**src/rtl/msig_seq_pkg.sv**
```systemverilog
// Shared constants for the mixed-signal sequencer:
// FSM state codes, register offsets and bit positions.
package msig_seq_pkg;

  localparam logic [2:0] ST_IDLE   = 3'd0;
  localparam logic [2:0] ST_BIAS   = 3'd1;
  localparam logic [2:0] ST_ENABLE = 3'd2;
  localparam logic [2:0] ST_SAMPLE = 3'd3;
  localparam logic [2:0] ST_DONE   = 3'd4;
  localparam logic [2:0] ST_SHUT   = 3'd5;

  localparam logic [7:0] OFF_CTRL   = 8'h00;
  localparam logic [7:0] OFF_SETTLE = 8'h04;
  localparam logic [7:0] OFF_NSAMP  = 8'h08;
  localparam logic [7:0] OFF_OEB_LO = 8'h0C;
  localparam logic [7:0] OFF_OEB_HI = 8'h10;
  localparam logic [7:0] OFF_STATUS = 8'h14;
  localparam logic [7:0] OFF_RESULT = 8'h18;

  localparam int CTRL_START  = 0;
  localparam int CTRL_ABORT  = 1;
  localparam int CTRL_IRQ_EN = 2;
  localparam int STAT_BUSY   = 4;
  localparam int STAT_DONE   = 5;

endpackage

```
**src/rtl/msig_wb_regs.sv**
```systemverilog
// Wishbone slave: decode, single-shot ack, register file,
// START/ABORT pulses and the W1C done flag.
module msig_wb_regs
  import msig_seq_pkg::*;
#(
  parameter logic [31:0] ADDR_BASE = 32'h3000_0000,
  parameter int          SETTLE_W  = 16,
  parameter int          IO_PADS   = 38
) (
  input  logic                clk_i,
  input  logic                rst_i,
  input  logic                wbs_stb_i,
  input  logic                wbs_cyc_i,
  input  logic                wbs_we_i,
  input  logic [3:0]          wbs_sel_i,
  input  logic [31:0]         wbs_dat_i,
  input  logic [31:0]         wbs_adr_i,
  output logic                wbs_ack_o,
  output logic [31:0]         wbs_dat_o,
  input  logic [2:0]          state_i,
  input  logic                busy_i,
  input  logic                done_set_i,
  input  logic                done_clr_i,
  input  logic [8:0]          result_i,
  output logic                start_o,
  output logic                abort_o,
  output logic                irq_en_o,
  output logic [SETTLE_W-1:0] settle_o,
  output logic [7:0]          nsamp_o,
  output logic [IO_PADS-1:0]  oeb_o,
  output logic                done_o
);

  localparam int HI_W = IO_PADS - 32;

  logic                acc, go, wr, rd;
  logic [7:0]          off;
  logic [31:0]         rdata;
  logic                ack_q, held_q, held_d;
  logic [31:0]         dat_q, dat_d;
  logic                irq_en_q, irq_en_d;
  logic [SETTLE_W-1:0] settle_q, settle_d;
  logic [7:0]          nsamp_q, nsamp_d;
  logic [31:0]         lo_q, lo_d;
  logic [HI_W-1:0]     hi_q, hi_d;
  logic [IO_PADS-1:0]  oeb_q;
  logic                start_q, start_d;
  logic                abort_q, abort_d;
  logic                done_q, done_d;

  assign acc = wbs_stb_i & wbs_cyc_i
             & (wbs_adr_i[31:8] == ADDR_BASE[31:8]);
  // held_q blocks a second ack while the same strobe lingers
  assign go  = acc & ~ack_q & ~held_q;
  assign wr  = go & wbs_we_i;
  assign rd  = go & ~wbs_we_i;
  assign off = wbs_adr_i[7:0];
  assign held_d = acc & (held_q | ack_q);

  always_comb begin
    irq_en_d = irq_en_q;
    settle_d = settle_q;
    nsamp_d  = nsamp_q;
    lo_d     = lo_q;
    hi_d     = hi_q;
    start_d  = 1'b0;
    abort_d  = 1'b0;
    done_d   = done_q;
    if (wr) begin
      case (off)
        OFF_CTRL: if (wbs_sel_i[0]) begin
          abort_d  = wbs_dat_i[CTRL_ABORT];
          start_d  = wbs_dat_i[CTRL_START]
                   & ~wbs_dat_i[CTRL_ABORT];
          irq_en_d = wbs_dat_i[CTRL_IRQ_EN];
        end
        OFF_SETTLE:
          for (int i = 0; i < SETTLE_W; i++)
            if (wbs_sel_i[i/8]) settle_d[i] = wbs_dat_i[i];
        OFF_NSAMP:
          if (wbs_sel_i[0]) nsamp_d = wbs_dat_i[7:0];
        OFF_OEB_LO:
          for (int i = 0; i < 32; i++)
            if (wbs_sel_i[i/8]) lo_d[i] = wbs_dat_i[i];
        OFF_OEB_HI:
          for (int i = 0; i < HI_W; i++)
            if (wbs_sel_i[i/8]) hi_d[i] = wbs_dat_i[i];
        OFF_STATUS:
          if (wbs_sel_i[0] && wbs_dat_i[STAT_DONE])
            done_d = 1'b0;
        default: ;
      endcase
    end
    if (done_clr_i) done_d = 1'b0;
    if (done_set_i) done_d = 1'b1;
  end

  always_comb begin
    rdata = '0;
    case (off)
      OFF_CTRL:   rdata[CTRL_IRQ_EN] = irq_en_q;
      OFF_SETTLE: rdata[SETTLE_W-1:0] = settle_q;
      OFF_NSAMP:  rdata[7:0] = nsamp_q;
      OFF_OEB_LO: rdata = lo_q;
      OFF_OEB_HI: rdata[HI_W-1:0] = hi_q;
      OFF_STATUS: begin
        rdata[2:0]       = state_i;
        rdata[STAT_BUSY] = busy_i;
        rdata[STAT_DONE] = done_q;
      end
      OFF_RESULT: rdata[8:0] = result_i;
      default: ;
    endcase
  end

  assign dat_d = rd ? rdata : '0;

  always_ff @(posedge clk_i or posedge rst_i) begin
    if (rst_i) begin
      ack_q    <= 1'b0;
      held_q   <= 1'b0;
      dat_q    <= '0;
      irq_en_q <= 1'b0;
      settle_q <= '0;
      nsamp_q  <= '0;
      lo_q     <= '1;
      hi_q     <= '1;
      oeb_q    <= '1;
      start_q  <= 1'b0;
      abort_q  <= 1'b0;
      done_q   <= 1'b0;
    end else begin
      ack_q    <= go;
      held_q   <= held_d;
      dat_q    <= dat_d;
      irq_en_q <= irq_en_d;
      settle_q <= settle_d;
      nsamp_q  <= nsamp_d;
      lo_q     <= lo_d;
      hi_q     <= hi_d;
      oeb_q    <= {hi_q, lo_q};
      start_q  <= start_d;
      abort_q  <= abort_d;
      done_q   <= done_d;
    end
  end

  assign wbs_ack_o = ack_q;
  assign wbs_dat_o = dat_q;
  assign start_o   = start_q;
  assign abort_o   = abort_q;
  assign irq_en_o  = irq_en_q;
  assign settle_o  = settle_q;
  assign nsamp_o   = nsamp_q;
  assign oeb_o     = oeb_q;
  assign done_o    = done_q;

endmodule

```
**src/rtl/msig_seq_ctrl.sv**
```systemverilog
// Mixed-signal power-up/settle/sample/power-down sequencer
// with comparator sample counting and done interrupt.
module msig_seq_ctrl
  import msig_seq_pkg::*;
#(
  parameter logic [31:0] ADDR_BASE  = 32'h3000_0000,
  parameter int          SETTLE_W   = 16,
  parameter int          SAMPLE_DIV = 4,
  parameter int          IO_PADS    = 38
) (
  input  logic               wb_clk_i,
  input  logic               wb_rst_i,
  input  logic               wbs_stb_i,
  input  logic               wbs_cyc_i,
  input  logic               wbs_we_i,
  input  logic [3:0]         wbs_sel_i,
  input  logic [31:0]        wbs_dat_i,
  input  logic [31:0]        wbs_adr_i,
  output logic               wbs_ack_o,
  output logic [31:0]        wbs_dat_o,
  input  logic               active,
  input  logic               cmp_i,
  output logic               bias_en_o,
  output logic               core_en_o,
  output logic               sample_o,
  output logic [IO_PADS-1:0] io_oeb_o,
  output logic               irq_o
);

  localparam int DIV_W = $clog2(SAMPLE_DIV);
  localparam logic [DIV_W-1:0] DIV_LAST =
    DIV_W'(SAMPLE_DIV - 1);

  logic                start, abort, irq_en, done, busy;
  logic [SETTLE_W-1:0] settle;
  logic [7:0]          nsamp;
  logic                done_set, done_clr;
  logic                stop, cnt_zero, fire;

  logic                cmp_m_q, cmp_s_q;
  logic [2:0]          state_q, state_d;
  logic [SETTLE_W-1:0] cnt_q, cnt_d;
  logic [DIV_W-1:0]    div_q, div_d;
  logic [7:0]          scnt_q, scnt_d;
  logic [7:0]          nlat_q, nlat_d;
  logic [8:0]          result_q, result_d;
  logic                shut2_q, shut2_d;

  msig_wb_regs #(
    .ADDR_BASE (ADDR_BASE),
    .SETTLE_W  (SETTLE_W),
    .IO_PADS   (IO_PADS)
  ) u_regs (
    .clk_i      (wb_clk_i),
    .rst_i      (wb_rst_i),
    .wbs_stb_i  (wbs_stb_i),
    .wbs_cyc_i  (wbs_cyc_i),
    .wbs_we_i   (wbs_we_i),
    .wbs_sel_i  (wbs_sel_i),
    .wbs_dat_i  (wbs_dat_i),
    .wbs_adr_i  (wbs_adr_i),
    .wbs_ack_o  (wbs_ack_o),
    .wbs_dat_o  (wbs_dat_o),
    .state_i    (state_q),
    .busy_i     (busy),
    .done_set_i (done_set),
    .done_clr_i (done_clr),
    .result_i   (result_q),
    .start_o    (start),
    .abort_o    (abort),
    .irq_en_o   (irq_en),
    .settle_o   (settle),
    .nsamp_o    (nsamp),
    .oeb_o      (io_oeb_o),
    .done_o     (done)
  );

  assign busy     = state_q != ST_IDLE;
  assign stop     = abort | ~active;
  assign cnt_zero = cnt_q == '0;
  assign fire     = (state_q == ST_SAMPLE)
                  & (div_q == DIV_LAST);

  always_comb begin
    state_d  = state_q;
    cnt_d    = cnt_q;
    div_d    = div_q;
    scnt_d   = scnt_q;
    nlat_d   = nlat_q;
    result_d = result_q;
    shut2_d  = 1'b0;
    done_set = 1'b0;
    done_clr = 1'b0;
    unique case (state_q)
      ST_IDLE: if (start && active) begin
        cnt_d    = settle;
        result_d = '0;
        done_clr = 1'b1;
        state_d  = ST_BIAS;
      end
      ST_BIAS:
        if (stop) state_d = ST_SHUT;
        else if (cnt_zero) begin
          cnt_d   = settle;
          state_d = ST_ENABLE;
        end else cnt_d = cnt_q - SETTLE_W'(1);
      ST_ENABLE:
        if (stop) state_d = ST_SHUT;
        else if (cnt_zero) begin
          div_d  = '0;
          scnt_d = '0;
          nlat_d = nsamp;
          state_d = (nsamp == '0) ? ST_DONE : ST_SAMPLE;
        end else cnt_d = cnt_q - SETTLE_W'(1);
      ST_SAMPLE: begin
        div_d = fire ? '0 : div_q + DIV_W'(1);
        if (fire) begin
          scnt_d = scnt_q + 8'd1;
          if (result_q != 9'h1FF)
            result_d = result_q + {8'd0, cmp_s_q};
        end
        if (stop) state_d = ST_SHUT;
        else if (fire && scnt_d == nlat_q)
          state_d = ST_DONE;
      end
      ST_DONE: begin
        done_set = 1'b1;
        state_d  = ST_IDLE;
      end
      ST_SHUT:
        if (shut2_q) state_d = ST_IDLE;
        else shut2_d = 1'b1;
      default: state_d = ST_IDLE;
    endcase
  end

  always_ff @(posedge wb_clk_i or posedge wb_rst_i) begin
    if (wb_rst_i) begin
      cmp_m_q  <= 1'b0;
      cmp_s_q  <= 1'b0;
      state_q  <= ST_IDLE;
      cnt_q    <= '0;
      div_q    <= '0;
      scnt_q   <= '0;
      nlat_q   <= '0;
      result_q <= '0;
      shut2_q  <= 1'b0;
    end else begin
      cmp_m_q  <= cmp_i;
      cmp_s_q  <= cmp_m_q;
      state_q  <= state_d;
      cnt_q    <= cnt_d;
      div_q    <= div_d;
      scnt_q   <= scnt_d;
      nlat_q   <= nlat_d;
      result_q <= result_d;
      shut2_q  <= shut2_d;
    end
  end

  // enables decode straight from state so reset drops them at once
  assign bias_en_o = (state_q == ST_BIAS)
                   | (state_q == ST_ENABLE)
                   | (state_q == ST_SAMPLE)
                   | ((state_q == ST_SHUT) & ~shut2_q);
  assign core_en_o = (state_q == ST_ENABLE)
                   | (state_q == ST_SAMPLE);
  assign sample_o  = fire;
  assign irq_o     = done & irq_en;

endmodule

```
**config.mk**
```make
export PLATFORM = sky130hd
export DESIGN_NAME = msig_seq_ctrl
export DESIGN_NICKNAME = d
export VERILOG_FILES = /design/src/rtl/msig_seq_pkg.sv /design/src/rtl/msig_wb_regs.sv /design/src/rtl/msig_seq_ctrl.sv
export SDC_FILE = /design/constraint.sdc
export NUM_CORES = 1
export LEC_CHECK = 0
export ABC_AREA = 1
export BUFFER_PORTS_ARGS = -buffer_cell sky130_fd_sc_hd__buf_2
export CAP_MARGIN = 0
export CORE_MARGIN = 3
export CORE_UTILIZATION = 25
export DETAILED_ROUTE_END_ITERATION = 10
export PLACE_DENSITY = 0.53
export SYNTH_ARGS = -nofsm -noshare
export SYNTH_HDL_FRONTEND = slang
export SYNTH_SLANG_ARGS = --single-unit
```
**constraint.sdc**
```tcl
create_clock -name wb_clk_i -period 7.4 [get_ports wb_clk_i]
set_input_delay 1.85 -clock wb_clk_i [delete_from_list [all_inputs] [get_ports wb_clk_i]]
set_output_delay 1.85 -clock wb_clk_i [all_outputs]
set_load 0.01 [all_outputs]
```
==> results by group, run 1 <==
Cells and area
  – Area growth syn-to-layout: 22.26%
  – Layout cells sized above 1: 0.2581
  – Leading cell type in the layout, fill and taps excluded: nand2_1
  – Final Non-Filler Cells: 1516
  – Final Instance Area: 10010 µm²
  – Final Util: 0.3141
  – Fin nets: 1149
  – Diode count: 0
  – Most frequent cells in the layout: 215 x nand2_1, 149 x buf_2, 124 x inv_1

Yosys
  – Syn Area/Cell: 8.911 µm²
  – Post-synthesis sequential area ratio: 0.5830
  – Post-Syn Instances: 919
  – Top_reg_cell synth: dfrtp_1
  – Post-synth net total: 1000
  – Post-synthesis cell type count: 38
  – Count of flip-flops with a built-in enable after synthesis: 0
  – Mapped Area: 8189 µm²
  – Asr flop ratio synth: 1.000
  – Seq cells post-synth: 187
  – Synth Warn #: 0

Die
  – DIE WIDTH: 187.0 µm
  – Starting density of the core: 0.2569
  – IO Count: 150
  – Full die area: 34960 µm²
  – Site row count: 65
  – Chip height: 187.0 µm
  – Core area: 31880 µm²

Min path
  – Worst hold path class: flop to flop
  – Hold Path Stages: 0

GRT
  – Total gr overflow: 0
  – Vias in the first global route: 6614
  – GRT Total Usage: 0.1345
  – Initial antenna violation count: 0
  – First-pass GRT wire length: 37090 µm
  – Largest net degree at the start of global routing: 133

STA
  – Min Tclk post-route: 4.170 ns
  – Slew Limit Fails: 0
  – Setup TNS: 0 ns
  – Slew at the pin closest to its max-slew limit: 0.9427 ns
  – RSZ-0062 raised after global routing: no
  – Rel. slew slack: 0.3716
  – Count of endpoints failing hold in the final timing report: 0
  – Final Cycle Share: 0.5635
  – Setup Skew: 0.01268 ns
  – Number of setup violations in the final report: 0
  – Fmax: 239.8 MHz

Detailed routing
  – WL final: 23080 µm
  – Initial DRC count: 511
  – Via count: 6668
  – Antenna viol nets, final: 0
  – DRC viols: 0
  – Vias per cell: 4.398
  – Router iterations before antenna repair: 5
  – WL/cell: 15.22 µm

Power and ir drop
  – Static Leak: 4.754 nW
  – Worst vdd ir: 0.1556 mV
  – PwrDens: 205.9 nW/µm²

Worst setup path
  – Critical path required time: 5.55 ns
  – CP Cell Sequence: inv_2 -> nand3_2 -> nor2_1 -> buf_2
  – WP depth: 4
  – Startpoint types: flop
  – CP bufs+invs: 2
  – Number of cells on the worst reg-to-reg path: 12
  – Crit Path Class: flop to output pin
  – Worst setup EP type: output pin
  – Crit Path Max Fanout: 15
  – Crit path max-delay family: simple AND/OR/NAND/NOR gates
  – Slowest CP cell: nor2_1
  – Slowest stage delay, CP: 0.66 ns
  – WP data arrival: 2.32 ns

Flow run
  – Max-cap violation count: 0

Clock tree
  – CTS tree: built
  – H-tree depth: 4
  – Reg clk slew, reported paths: 0.09 ns
  – Num CTS Buffers: 17
  – Cts repair resizes: 0
  – Clock Path Buffers: 2
  – Worst-Skew Late Latency: 0.44 ns
  – Post-CTS Setup Inserts: 0
  – CTS Hold Bufs: 0
  – CTS root buf: clkbuf_16
  – Sink Count: 187

Placed design
  – RD Place Congestion: 0.8749
  – Cell count after placement: 1484
  – Post-DP HPWL: 16700 µm
  – Port bufs: 149
  – Placed Area: 9395 µm²

Outcome
  – Outcome: completed
==> cell families after synthesis <==
| kind of cell | share of synthesized area |
|---|---|
| AOI/OAI and AO/OA | 0.1176 |
| xor gates and xnor gates | 0.01390 |
| adders and majority gates | 0.009167 |
| buffers and inverters | 0.07303 |
| DFF | 0.5830 |
| and+or+nand+nor | 0.2032 |
==> metrics by stage <==
stage,power [W],hold slack [ns],setup WS (ns)
6_report,0.002062,0.3545,3.230
5_1_grt,0.002152,0.3667,3.029
4_1_cts,0.002094,0.3574,3.170
3_5_place_dp,0.001137,0.3364,3.133
3_3_place_gp,0.001137,0.3353,3.130
2_1_floorplan,0.001095,0.3312,0.5903
==> worst reg2reg max path: stages, from the launching register on <==
cell and delay (ns):
dfrtp_1 0.48, inv_2 0.16, nand3_2 0.32, nor2_1 0.67, o21ai_0 0.28, nand3b_1 0.15
nand3_1 0.09, nor2_1 0.12, nand3_1 0.10, nand2_1 0.13, nand2_1 0.07, nand2_1 0.06
nand2_1 0.05
==> registers in the layout, indices dropped and copies added, names as in the netlist <==
signal            cells
u_regs.oeb_o         38
u_regs.lo_q          32
u_regs.wbs_dat_o     32
cnt_q                16
u_regs.settle_o      16
result_q              9
nlat_q                8
scnt_q                8
u_regs.nsamp_o        8
u_regs.hi_q           6
state_q               3
div_q                 2
cmp_m_q               1
cmp_s_q               1
shut2_q               1
u_regs.abort_o        1
u_regs.done_o         1
u_regs.held_q         1
u_regs.irq_en_o       1
u_regs.start_o        1
u_regs.wbs_ack_o      1
==> cell usage after synthesis (7+ instances only) <==
library cell    n  share of area
o22ai_1         8         0.0061
nand3_1        35          0.021
nor4_1          8         0.0061
nand2_1       215          0.099
a21oi_1        32          0.020
nand4_1        11         0.0084
dfstp_2        76           0.24
nor2_1         66          0.030
nor3_1         32          0.020
o21ai_0        63          0.039
dfrtp_1       111           0.34
xor2_1         13          0.014
o21ai_1        47          0.029
inv_1         125          0.057
buf_2          13         0.0079
clkbuf_1        7         0.0032
==> worst paths after layout <==
check	from	endpoint	slack, ns
worst min register to register	cmp_m_q$_DFF_PP0_	cmp_s_q$_DFF_PP0_	0.35
worst max-delay path	state_q[2]$_DFFE_PP0P_	sample_o	3.23
min in group asynchronous	wb_rst_i	u_regs.wbs_dat_o[30]$_DFF_PP0_	1.59
worst min-delay path	cmp_m_q$_DFF_PP0_	cmp_s_q$_DFF_PP0_	0.35
max in group asynchronous	wb_rst_i	u_regs.wbs_dat_o[9]$_DFF_PP0_	4.57
worst max register to register	state_q[2]$_DFFE_PP0P_	state_q[0]$_DFFE_PP0P_	4.64
==> report_power, final <==
part           internal, W  leakage [nW]   total, W  switching [W]
sequential         0.00103          2.21    0.00104     0.00000615
combinational    0.0000251          2.25  0.0000808      0.0000557
clock             0.000461         0.289   0.000946       0.000485
total              0.00152          4.75    0.00206       0.000547
==> routing by layer <==
layer  part of all wire  track usage
met1               0.49       0.1913
met4              0.013      0.03402
met3              0.057      0.03017
met5                  0            0
met2               0.44       0.2078
==> final cells by class <==
cell class                 instances  area [µm²]
fill                            3452       21870
sequential                       187        4775
multi-input combinational        582        2816
timing repair buffer             153       775.7
tap                              435       544.3
inverter                         127       484.2
clock buffer                      17       425.4
clock inverter                    15       191.4
Note: power is estimated with default switching activity, not from simulation.
==> inputs of run 2 (changes only) <==
==> constraint.sdc (replaced) <==
create_clock -name wb_clk_i -period 4.3 [get_ports wb_clk_i]
set_input_delay 1.075 -clock wb_clk_i [delete_from_list [all_inputs] [get_ports wb_clk_i]]
set_output_delay 1.075 -clock wb_clk_i [all_outputs]
set_load 0.01 [all_outputs]
==> results by group, run 2 (synthesis results as in run 1) <==
Outcome
  – Outcome: completed

GRT
  – Largest net degree at the start of global routing: 60
  – Initial antenna violation count: 1
  – Vias in the first global route: 6636
  – GRT Total Usage: 0.1342
  – First-pass GRT wire length: 36850 µm
  – Total gr overflow: 0

Detailed routing
  – Initial DRC count: 477
  – DRC viols: 0
  – WL/cell: 15.26 µm
  – Via count: 6754
  – Vias per cell: 4.443
  – Antenna viol nets, final: 0
  – Router iterations before antenna repair: 5
  – WL final: 23190 µm

Min path
  – Worst hold start: cmp_m_q$_DFF_PP0_
  – Worst hold path class: flop to flop

Die
  – Site row count: 65
  – Full die area: 34960 µm²
  – Starting density of the core: 0.2569
  – Core area: 31880 µm²
  – DIE WIDTH: 187.0 µm
  – Chip height: 187.0 µm
  – IO Count: 150

Cells and area
  – Most frequent cells in the layout: 215 x nand2_1, 149 x buf_2, 124 x inv_1
  – Fillcell total: 3424
  – Leading cell type in the layout, fill and taps excluded: nand2_1
  – Diode count: 0
  – Final Instance Area: 10030 µm²
  – Max reg flops: 38
  – Fin nets: 1153
  – Area growth syn-to-layout: 22.44%
  – Layout cells sized above 1: 0.2608

Placed design
  – Post-DP HPWL: 16970 µm
  – Placed Area: 9459 µm²
  – RD Place Congestion: 0.8380
  – Pre-CTS setup slack: 1.211 ns
  – Port bufs: 149

STA
  – Fmax: 331.3 MHz
  – Setup TNS: 0 ns
  – Count of endpoints failing hold in the final timing report: 0
  – Min Tclk post-route: 3.019 ns
  – Number of setup violations in the final report: 0
  – RSZ-0062 raised after global routing: no
  – Final Cycle Share: 0.7020
  – Final worst slack: 1.281 ns
  – Slew at the pin closest to its max-slew limit: 0.8681 ns
  – Slew Limit Fails: 0
  – Rel. slew slack: 0.4201
  – Setup Skew: 0.01626 ns

Power and ir drop
  – Static Leak: 4.767 nW
  – Worst vdd ir: 0.2520 mV
  – PwrDens: 345.7 nW/µm²
  – Pwr Total: 0.003466 W

Worst setup path
  – R2R Path Start: state_q[0]$_DFFE_PP0P_
  – Crit Path Max Fanout: 15
  – Number of cells on the worst reg-to-reg path: 9
  – Setup crit end: sample_o
  – Worst setup EP type: output pin
  – WP data arrival: 1.94 ns
  – Flop2flop setup slack: 1.80 ns
  – CP startpoint: state_q[2]$_DFFE_PP0P_
  – Reg-to-reg endpoint: cnt_q[5]$_DFFE_PP0P_
  – Critical path required time: 3.22 ns
  – Startpoint types: flop
  – Crit Path Class: flop to output pin

Flow run
  – Max-cap violation count: 0

Clock tree
  – CTS Hold Bufs: 0
  – CTS root buf: clkbuf_16
  – CTS tree: built
  – H-tree depth: 4
  – Cts repair resizes: 0
  – Worst-Skew Late Latency: 0.44 ns
  – Reg clk slew, reported paths: 0.08 ns
  – Clock Path Buffers: 2
  – Num CTS Buffers: 17
  – Sink Count: 187
  – Post-CTS Setup Inserts: 0
run 2: cell count changes in the layout (fill, tap and decap cells not counted), sizes merged:
cell / before / now
clkbuf: 17 / 18
inv: 131 / 132
buf: 153 / 157
clkinvlp: 2 / 4
clkinv: 9 / 5
run 2: metal layers:
metal / part of all wire / wire length [µm] / vias to the layer above / track usage
li1: - / - / 3301 / -
met1: 0.48 / 11140 / 3209 / 0.1885
met2: 0.44 / 10120 / 214 / 0.2004
met3: 0.061 / 1417 / 28 / 0.03748
met4: 0.021 / 493 / 2 / 0.04274
met5: 0.00047 / 11 / - / 0
run 2: final cells by class:
class	count	area [µm²]	area share
flip-flops and latches	187	4775	0.4762
multi-input cells	582	2816	0.2809
repair buffers	157	843.3	0.08410
well taps	435	544.3	0.05428
inverters	127	480.5	0.04792
clock buffers	18	439.2	0.04380
clock inverters	14	128.9	0.01285
run 2: worst min path at each step:
stage                         to  slack (ns)  cells after the start
2_1_floorplan  cmp_s_q$_DFF_PP0_        0.33                      0
3_3_place_gp   cmp_s_q$_DFF_PP0_        0.33                      0
3_5_place_dp   cmp_s_q$_DFF_PP0_        0.34                      0
4_1_cts        cmp_s_q$_DFF_PP0_        0.35                      0
5_1_grt        cmp_s_q$_DFF_PP0_        0.36                      0
6_report       cmp_s_q$_DFF_PP0_        0.35                      0
run 2: stage by stage:
| step | std cells | util | hold WS (ns) |
|---|---|---|---|
| CTS | 1520 | 0.3145 | 0.3549 |
| finish | 1520 | 0.3145 | 0.3505 |
| detailed placement | 1488 | 0.2967 | 0.3365 |
| global placement | 1488 | 0.2967 | 0.3350 |
| global route | 1520 | 0.3145 | 0.3565 |
| floorplan | 919 | - | 0.3312 |
run 2: critical path, stage by stage (launching register included):
cell     delay [ns]
dfrtp_1        0.48
inv_2          0.16
nand3_2        0.32
nor2_1         0.19
buf_4          0.20
buf_2          0.16
run 2: power breakdown:
part	switching (W)	internal (W)
registers	0.0000107	0.00177
clock network	0.000762	0.000781
logic	0.0000932	0.0000480
==> inputs of run 3 (changes only) <==
==> constraint.sdc (replaced) <==
create_clock -name wb_clk_i -period 2.95 [get_ports wb_clk_i]
set_input_delay 0.7375 -clock wb_clk_i [delete_from_list [all_inputs] [get_ports wb_clk_i]]
set_output_delay 0.7375 -clock wb_clk_i [all_outputs]
set_load 0.01 [all_outputs]
==> results by group, run 3 (synthesis results as in run 1) <==
Worst setup path
  – CP bufs+invs: 4
  – Crit Path Class: flop to output pin
  – CP Cell Sequence: inv_1 -> nor2_1 -> inv_1 -> nor3_1 -> inv_1 -> o21ai_0 -> buf_2
  – Slowest CP cell: dfrtp_1
  – Crit path max-delay family: buffers and inverters
  – Startpoint types: flop
  – R2R Path Start: state_q[1]$_DFFE_PP0P_
  – Critical path required time: 2.21 ns
  – CP startpoint: state_q[0]$_DFFE_PP0P_
  – Critical Path Most Common Cell: inv_1
  – Slowest stage delay, CP: 0.45 ns
  – WP data arrival: 1.98 ns
  – Crit Path Max Fanout: 5
  – Worst setup EP type: output pin

Detailed routing
  – WL/cell: 14.99 µm
  – Router iterations before antenna repair: 5
  – DRC viols: 0
  – Initial DRC count: 425
  – WL final: 22900 µm
  – Via count: 6716
  – Antenna viol nets, final: 0
  – Vias per cell: 4.395

Outcome
  – Outcome: completed

Cells and area
  – Max reg flops: 38
  – Area of the multi-input gates: 2816 µm²
  – Diode count: 0
  – Register area: 4775 µm²
  – Leading cell type in the layout, fill and taps excluded: nand2_1
  – Layout cells sized above 1: 0.2644
  – Fin nets: 1161
  – Fillcell total: 3393
  – Area growth syn-to-layout: 23.38%
  – Final Instance Area: 10100 µm²
  – Most frequent cells in the layout: 215 x nand2_1, 149 x buf_2, 124 x inv_1
  – Final Util: 0.3169

STA
  – Rel. slew slack: 0.6160
  – Slew at the pin closest to its max-slew limit: 0.5754 ns
  – Count of endpoints failing hold in the final timing report: 0
  – Setup Skew: 0.009693 ns
  – Number of setup violations in the final report: 0
  – Final Cycle Share: 0.9196
  – Fmax: 368.6 MHz
  – Slew Limit Fails: 0
  – Min Tclk post-route: 2.713 ns
  – Final worst slack: 0.2370 ns
  – RSZ-0062 raised after global routing: no

Placed design
  – RD Place Congestion: 0.8902
  – Placed Area: 9519 µm²
  – Post-DP HPWL: 16680 µm
  – Port bufs: 149
  – Pre-CTS setup slack: 0.2397 ns

Clock tree
  – CTS Hold Bufs: 0
  – CTS tree: built
  – Num CTS Buffers: 17
  – Sink Count: 187
  – Cts repair resizes: 0
  – Clock Path Buffers: 2
  – H-tree depth: 4
  – Reg clk slew, reported paths: 0.07 ns
  – Worst-Skew Late Latency: 0.43 ns
  – Post-CTS Setup Inserts: 0
  – CTS root buf: clkbuf_16

Power and ir drop
  – PwrDens: 506.3 nW/µm²
  – Clk pwr share: 0.451
  – Static Leak: 4.813 nW
  – P_sw: 0.001285 W
  – Combinational Power Share: 0.041
  – P_int: 0.003830 W
  – Switch share: 0.2512
  – Sequential share of power: 0.508
  – Worst vdd ir: 0.4290 mV

GRT
  – GRT Total Usage: 0.1325
  – GR Util met2: 0.2075
  – Initial antenna violation count: 1
  – Total gr overflow: 0
  – GR peak layer: met2
  – First-pass GRT wire length: 36890 µm
  – Vias in the first global route: 6597
  – GRT met1 Usage: 0.1829
  – Largest net degree at the start of global routing: 80
  – GRT met3 Usage: 0.03636

Min path
  – Worst hold path class: flop to flop
  – Worst hold start: u_regs.lo_q[27]$_DFFE_PP1P_

Die
  – Full die area: 34960 µm²
  – Core area: 31880 µm²
  – IO Count: 150
  – Starting density of the core: 0.2569
  – Site row count: 65
  – DIE WIDTH: 187.0 µm
  – Chip height: 187.0 µm

Flow run
  – Max-cap violation count: 0
## run 3: final timing paths
kind	end	slack, ns	depth (start not counted)
worst min-delay path	u_regs.oeb_o[27]$_DFF_PP1_	0.36	0
worst max register to register	result_q[3]$_DFFE_PP0P_	0.70	11
worst min register to register	u_regs.oeb_o[27]$_DFF_PP1_	0.36	0
min in group asynchronous	scnt_q[3]$_DFFE_PP0P_	0.46	3
max in group asynchronous	u_regs.lo_q[7]$_DFFE_PP1P_	2.07	3
worst max-delay path	bias_en_o	0.24	7
## run 3: metrics by stage
step	hold slack, ns	TNS (ns)	total power (W)	std cells
global route	0.3654	0	0.005327	1528
detailed placement	0.3371	0	0.002857	1496
finish	0.3609	0	0.005115	1528
floorplan	0.3312	-14.65	0.002747	919
CTS	0.3597	0	0.005193	1528
global placement	0.3352	0	0.002860	1496
## run 3: layout make-up
cell class | instances | share of cell area
clock buffers | 20 | 0.04533
clock inverters | 12 | 0.01251
inverters | 127 | 0.04755
multi-input cells | 582 | 0.2788
flip-flops and latches | 187 | 0.4726
well taps | 435 | 0.05387
repair buffers | 165 | 0.08941
## run 3: power by group through the flow
stage | registers (W) | logic, W | clock network, W
final | 0.00260 | 0.000210 | 0.00231
after global routing | 0.00260 | 0.000242 | 0.00249
after CTS | 0.00260 | 0.000216 | 0.00238
after detailed placement | 0.00264 | 0.000215 | 0
after global placement | 0.00264 | 0.000217 | 0
after floorplan | 0.00264 | 0.000108 | 0
## run 3: metal layers
metal | vias to the layer above | routed length [µm] | share of wire
met5 | - | 13 | 0.00057
met2 | 221 | 10340 | 0.45
met3 | 17 | 1499 | 0.065
met1 | 3157 | 10800 | 0.47
met4 | 2 | 245 | 0.011
li1 | 3319 | - | -
